$ cat config.mk
export PLATFORM = sky130hd
export DESIGN_NAME = do_xung
export DESIGN_NICKNAME = d
export VERILOG_FILES = /design/src/rtl/do_xung_pkg.sv /design/src/rtl/do_xung_dong_bo_canh.sv /design/src/rtl/do_xung.sv
export SDC_FILE = /design/constraint.sdc
export NUM_CORES = 1
export LEC_CHECK = 0
export ABC_CLOCK_PERIOD_IN_PS = 5700
export CORE_UTILIZATION = 60
export DETAILED_ROUTE_END_ITERATION = 10
export PLACE_DENSITY_LB_ADDON = 0.05
export SLEW_MARGIN = 20
export SYNTH_ARGS = -nofsm -noshare
export SYNTH_HDL_FRONTEND = slang
export SYNTH_HIERARCHICAL = 1
export SYNTH_SLANG_ARGS = --single-unit
$ cat constraint.sdc
create_clock -name clk -period 5.7 [get_ports clk]
set_input_delay 0.57 -clock clk [delete_from_list [all_inputs] [get_ports clk]]
set_output_delay 0.57 -clock clk [all_outputs]
set_load 0.03 [all_outputs]
$ cat src/rtl/do_xung_pkg.sv
// Shared definitions for the pump pulse-train receiver: FSM encoding and
// default widths/limits, plus the generator frame shape it is expected to see.
package do_xung_pkg;

  typedef enum logic [1:0] {
    S_IDLE      = 2'd0,
    S_WAIT_RISE = 2'd1,
    S_HIGH      = 2'd2,
    S_LOW       = 2'd3
  } state_e;

  localparam int unsigned CW_DEFAULT      = 16;
  localparam int unsigned TIMEOUT_DEFAULT = 1000;
  localparam int unsigned SYNC_DEFAULT    = 2;

  // Generator frame: FRAME_LEN+1 counts per frame, FRAME_HIGH of them high.
  localparam int unsigned FRAME_LEN  = 100;
  localparam int unsigned FRAME_HIGH = 50;

endpackage

$ cat src/rtl/do_xung_dong_bo_canh.sv
// Multi-stage synchronizer with rise/fall detection for an asynchronous level input.
// ready marks the point after reset where level reflects a real sample of the input.
module dong_bo_canh #(
  parameter int unsigned SYNC_STAGES = 2
) (
  input  logic clk,
  input  logic rst,
  input  logic in_async,
  output logic level,
  output logic rise,
  output logic fall,
  output logic ready
);

  logic [SYNC_STAGES-1:0] sync_q, sync_d;
  logic [SYNC_STAGES-1:0] rdy_q, rdy_d;
  logic                   level_prev_q, level_prev_d;

  always_comb begin
    sync_d       = {sync_q[SYNC_STAGES-2:0], in_async};
    rdy_d        = {rdy_q[SYNC_STAGES-2:0], 1'b1};
    level_prev_d = sync_q[SYNC_STAGES-1];
  end

  always_ff @(posedge clk) begin
    if (rst) begin
      sync_q       <= '0;
      rdy_q        <= '0;
      level_prev_q <= 1'b0;
    end else begin
      sync_q       <= sync_d;
      rdy_q        <= rdy_d;
      level_prev_q <= level_prev_d;
    end
  end

  assign level = sync_q[SYNC_STAGES-1];
  assign rise  = level & ~level_prev_q;
  assign fall  = ~level & level_prev_q;
  assign ready = rdy_q[SYNC_STAGES-1];

endmodule

$ cat src/rtl/do_xung.sv
// Measures period and high time of the pump drive waveform, flags duty above 50%
// and declares a stall when no qualifying edge arrives within TIMEOUT cycles.
module do_xung
  import do_xung_pkg::*;
#(
  parameter int unsigned CW          = CW_DEFAULT,
  parameter int unsigned TIMEOUT     = TIMEOUT_DEFAULT,
  parameter int unsigned SYNC_STAGES = SYNC_DEFAULT
) (
  input  logic          clk,
  input  logic          rst,
  input  logic          xung_in,
  output logic [CW-1:0] period,
  output logic [CW-1:0] high_time,
  output logic          valid,
  output logic          bom_on,
  output logic          stall,
  output logic          level
);

  localparam logic [CW-1:0] CNT_MAX   = '1;
  localparam logic [CW-1:0] CNT_ONE   = CW'(1);
  localparam logic [CW-1:0] TIMEOUT_C = CW'(TIMEOUT);

  logic rise, fall, ready;

  dong_bo_canh #(
    .SYNC_STAGES(SYNC_STAGES)
  ) u_dong_bo_canh (
    .clk     (clk),
    .rst     (rst),
    .in_async(xung_in),
    .level   (level),
    .rise    (rise),
    .fall    (fall),
    .ready   (ready)
  );

  state_e        state_q, state_d;
  logic [CW-1:0] cnt_p_q, cnt_p_d;
  logic [CW-1:0] cnt_h_q, cnt_h_d;
  logic [CW-1:0] period_q, period_d;
  logic [CW-1:0] high_time_q, high_time_d;
  logic          valid_q, valid_d;
  logic          bom_on_q, bom_on_d;
  logic          stall_q, stall_d;
  logic [CW-1:0] cnt_p_inc;
  logic          timed_out;

  assign cnt_p_inc = (cnt_p_q == CNT_MAX) ? cnt_p_q : cnt_p_q + 1'b1;
  assign timed_out = (cnt_p_q >= TIMEOUT_C);

  always_comb begin
    state_d     = state_q;
    cnt_p_d     = cnt_p_q;
    cnt_h_d     = cnt_h_q;
    period_d    = period_q;
    high_time_d = high_time_q;
    valid_d     = 1'b0;
    bom_on_d    = bom_on_q;
    stall_d     = stall_q;

    case (state_q)
      // Leaving idle only on a genuine low level discards a partial first high phase.
      S_IDLE: begin
        if (ready && !level) state_d = S_WAIT_RISE;
      end
      S_WAIT_RISE: begin
        if (rise) begin
          cnt_p_d = CNT_ONE;
          cnt_h_d = CNT_ONE;
          stall_d = 1'b0;
          state_d = S_HIGH;
        end
      end
      S_HIGH: begin
        if (fall) begin
          cnt_h_d = cnt_p_q;
          cnt_p_d = cnt_p_inc;
          state_d = S_LOW;
        end else if (timed_out) begin
          stall_d  = 1'b1;
          bom_on_d = 1'b0;
          cnt_p_d  = '0;
          state_d  = S_WAIT_RISE;
        end else begin
          cnt_p_d = cnt_p_inc;
        end
      end
      S_LOW: begin
        if (rise) begin
          period_d    = cnt_p_q;
          high_time_d = cnt_h_q;
          bom_on_d    = {cnt_h_q, 1'b0} > {1'b0, cnt_p_q};
          valid_d     = 1'b1;
          cnt_p_d     = CNT_ONE;
          cnt_h_d     = CNT_ONE;
          stall_d     = 1'b0;
          state_d     = S_HIGH;
        end else if (timed_out) begin
          stall_d  = 1'b1;
          bom_on_d = 1'b0;
          cnt_p_d  = '0;
          state_d  = S_WAIT_RISE;
        end else begin
          cnt_p_d = cnt_p_inc;
        end
      end
      default: state_d = S_IDLE;
    endcase
  end

  always_ff @(posedge clk) begin
    if (rst) begin
      state_q     <= S_IDLE;
      cnt_p_q     <= '0;
      cnt_h_q     <= '0;
      period_q    <= '0;
      high_time_q <= '0;
      valid_q     <= 1'b0;
      bom_on_q    <= 1'b0;
      stall_q     <= 1'b0;
    end else begin
      state_q     <= state_d;
      cnt_p_q     <= cnt_p_d;
      cnt_h_q     <= cnt_h_d;
      period_q    <= period_d;
      high_time_q <= high_time_d;
      valid_q     <= valid_d;
      bom_on_q    <= bom_on_d;
      stall_q     <= stall_d;
    end
  end

  assign period    = period_q;
  assign high_time = high_time_q;
  assign valid     = valid_q;
  assign bom_on    = bom_on_q;
  assign stall     = stall_q;

endmodule

==> results list <==
* Start-to-end type of the worst setup path: flop to flop
- In this run, CTS created clock tree buffers numbering 9.
- Area fraction of the dominant cell type after synthesis: 43.0%
- In this run, synthesis inferred 0 flip-flops with an integrated enable.
- Worst min path class: flop to flop
- Placement Rows: 27
- The most critical setup path has its startpoint at u_dong_bo_canh/sync_q[1]$_SDFF_PP0_.
* Clock tree from TritonCTS: yes
- Sequential share of the synthesized area: 43.0%
- Die area: 0.00605 mm²
- In this run the horizontal extent of the chip is 77.8 µm.
- I/O pins: 39
- Number of instances in the synthesized netlist: 428
- Average routed wire per standard cell: 14.3 µm
* Number of max-slew violations in the final report: 0
- Counting flops and latches in the post-synthesis netlist gives between 70 and 80.
* Number of max-cap violations: 0
- In this run the standard cell core region covers 0.00551 mm².
- Number of buffers inserted by post-CTS setup repair: 0
- Once the floorplan was initialized, standard cells occupied between 60% and 70% of the core.
- Leading cell types in the layout, fill and taps excluded: nand2_1, dfxtp_1, a21oi_1
- Fraction of layout cells with a size suffix above 1: around 6.5%
- Most common library cell in the layout ignoring fill and taps: nand2_1
* Status: finished clean
- Element type at the critical path end: flop
- For this run the aggregate overflow at the end of global routing stands at 0.
- Depth of the worst register-to-register path: 6
- Routability-driven placement finished with a final weighted congestion of around 0.84.
* Average size of a mapped cell: approximately 8 µm²
- Drt drc: 0
- Clock Tree Root: clkbuf_8
- Syn nets: 448
* Layout net count: 467
* Number of distinct library cells after synthesis: 49
- Setup violations, final: 0
- In this run the tightest slew margin relative to its limit is 29.6%.
* Filler instances: ~440
- Router iterations before antenna repair: 5
* Startpoint kind of the worst setup timing path: flop
* Setup slack of the worst register-to-register path: 3.32 ns
* Post-detailed-route via-to-cell ratio: 5.74
- Clock-pin slew was measured on the worst setup and hold paths at about 0.070 ns.
- Power spread over the standard cell area amounts to approximately 230 mW/mm².
- Cells fill 71.5% of the core in the end.
- Adding up every negative setup slack in the final design gives 0 ns.
- Dominant synthesized flop cell: dfxtp_1
* Worst flop-to-flop path startpoint: u_dong_bo_canh/sync_q[1]$_SDFF_PP0_
- After legalization and detailed placement, the total HPWL measured 4940 µm.
- Counting I/O delays and the setup requirement, the final critical path takes 2.38 ns.
- Period utilization: 41.8%
- The biggest area contributor in the post-synthesis netlist is dfxtp_1.
- The detailed router finished its first iteration with about 270 violations.
- Final Hold Violating Endpoints: 0
- RSZ-0062 raised after global routing: no
* Post-CTS resize count: 0
- In this run the tool buffered the top-level ports with 38 buffer cells.
* Maximum number of pins on one net before global-route repair: 65
- The routed layout has approximately 3000 vias.
* Area growth from synthesis to final layout: 14.2%
- VDD sags by at most 0.152 mV.
- Skew-Pair Late Insertion Delay: 0.35 ns
- Netlist area before placement: 0.00345 mm²
- Worst setup path endpoint: cnt_p_q[9]$_SDFFE_PP0P_
* Highest net fanout along the worst path: 21
- Number of warning messages in the yosys log: 6
- Diodes inserted: 0
* Area contributors post-synth: dfxtp_1, nand2_1, a21oi_1
- Worst endpoint data arrival time: 2.66 ns
* Global Route Usage Sum: 26.4%
- Number of antenna violations at the first check in global routing: 0
- For this block, the routed nets add up to 7450 µm of wire.
* Leakage power: 1.29 nW
- After routing the design area is about 0.0039 mm².
- Maximum clock insertion buffer count: 2
- Top achievable clock speed: 420 MHz
* Number of global-route vias before repair: approximately 2500
- The detail route stage leaves a number of antenna-violating nets equal to 0.
- Clock skew on the completed layout was measured at ~0.0044 ns.
- In this run the cell area measured after placement is 0.00377 mm².
- For the pin with the worst max-slew slack, the measured transition is approximately 1.1 ns.
* First-pass GRT wire length: 12300 µm
* CTS Hold Bufs: 0
- Clk sink count: 74
- At the worst endpoint, the required time is roughly 6 ns.
- In this run the vertical extent of the chip is slightly below 80 µm.
- In the synthesized netlist the async set-or-reset flop fraction comes to 0%.
- Reg-to-reg critical path endpoint: cnt_p_q[9]$_SDFFE_PP0P_
- The H-tree was split into 3 levels.
[synth_stat cells, types with 2 or more instances]
cell,number
o21ai_0,7
clkbuf_1,15
nand2_1,93
a211oi_1,2
nor4_1,5
nand3b_1,2
o211ai_1,2
a21oi_1,66
a41oi_1,2
nand2b_1,3
nor2_1,17
buf_4,2
o21ai_1,4
nand3_1,28
inv_1,20
ha_1,17
nand4_1,5
nor3_1,7
a31oi_1,5
or4_1,2
buf_2,12
nand4b_1,2
buf_6,2
nor2b_1,6
xnor2_1,5
dfxtp_1,74
[layer usage]
metal / vias to the layer above / global-route usage [%] / routed length (µm)
met5: - / 0 / 0
met3: 15 / 4.00 / 465
met1: 1357 / 35.6 / 3460
li1: 1502 / - / -
met4: 0 / 14.7 / 177
met2: 114 / 40.2 / 3350
[critical path, cell delays in order, from the launching register on]
cell	delay, ns
dfxtp_1	0.34
nor2b_1	0.17
nand2_1	0.60
nand2b_1	0.30
o32ai_4	0.53
a41oi_1	0.20
a31oi_1	0.17
[power breakdown]
group	leakage (nW)	internal (mW)	switching, mW	total (mW)
logic	0.615	0.00695	0.0165	0.0235
registers	0.597	0.520	0.00251	0.522
clock network	0.0815	0.175	0.177	0.352
total	1.29	0.702	0.196	0.897
[sequential cells by signal, indices dropped and copies added (netlist names)]
register / cells
u_dong_bo_canh/level_prev_q: 1
u_dong_bo_canh/sync_q: 2
valid: 1
high_time: 16
u_dong_bo_canh/rdy_q: 2
bom_on: 1
stall: 1
period: 16
cnt_h_q: 16
state_q: 2
cnt_p_q: 16
[worst min-delay path by stage]
stage | startpoint | to | cells after the start | slack, ns
floorplan | u_dong_bo_canh/rdy_q[0]$_DFF_P_ | u_dong_bo_canh/rdy_q[1]$_SDFF_PP0_ | 1 | 0.41
global placement | u_dong_bo_canh/rdy_q[0]$_DFF_P_ | u_dong_bo_canh/rdy_q[1]$_SDFF_PP0_ | 1 | 0.42
detailed placement | u_dong_bo_canh/rdy_q[0]$_DFF_P_ | u_dong_bo_canh/rdy_q[1]$_SDFF_PP0_ | 1 | 0.43
CTS | u_dong_bo_canh/rdy_q[0]$_DFF_P_ | u_dong_bo_canh/rdy_q[1]$_SDFF_PP0_ | 1 | 0.45
global route | u_dong_bo_canh/rdy_q[0]$_DFF_P_ | u_dong_bo_canh/rdy_q[1]$_SDFF_PP0_ | 1 | 0.47
finish | u_dong_bo_canh/rdy_q[0]$_DFF_P_ | u_dong_bo_canh/rdy_q[1]$_SDFF_PP0_ | 1 | 0.45
[through the flow]
step | power (mW) | std cells | hold slack [ns] | worst slack, ns
global placement | 0.556 | 508 | 0.417 | 3.21
floorplan | 0.550 | 428 | 0.414 | 3.82
global route | 0.922 | 521 | 0.469 | 3.03
finish | 0.897 | 521 | 0.448 | 3.32
detailed placement | 0.557 | 508 | 0.433 | 3.06
CTS | 0.901 | 521 | 0.449 | 3.03
[final cells by class]
cell class / count / area, µm² / share of cell area (%)
clock buffer: 13 / 159 / 4.04
inverter: 21 / 78.8 / 2.00
multi-input combinational: 301 / 1740 / 44.1
sequential: 74 / 1480 / 37.6
tap: 72 / 90.1 / 2.29
timing repair buffer: 40 / 390 / 9.92
[kinds of logic after synthesis]
| family | after synthesis | share of synthesized area [%] |
|---|---|---|
| AND/OR/NAND/NOR | 181 | 25.6 |
| buffers and inverters | 53 | 6.86 |
| adder cells (fa/ha/maj) | 17 | 6.17 |
| XOR/XNOR | 6 | 1.74 |
| AO/OA/AOI/OAI | 97 | 16.6 |
| flip-flops | 74 | 43.0 |
No activity file was read; power rests on OpenSTA's default activity.
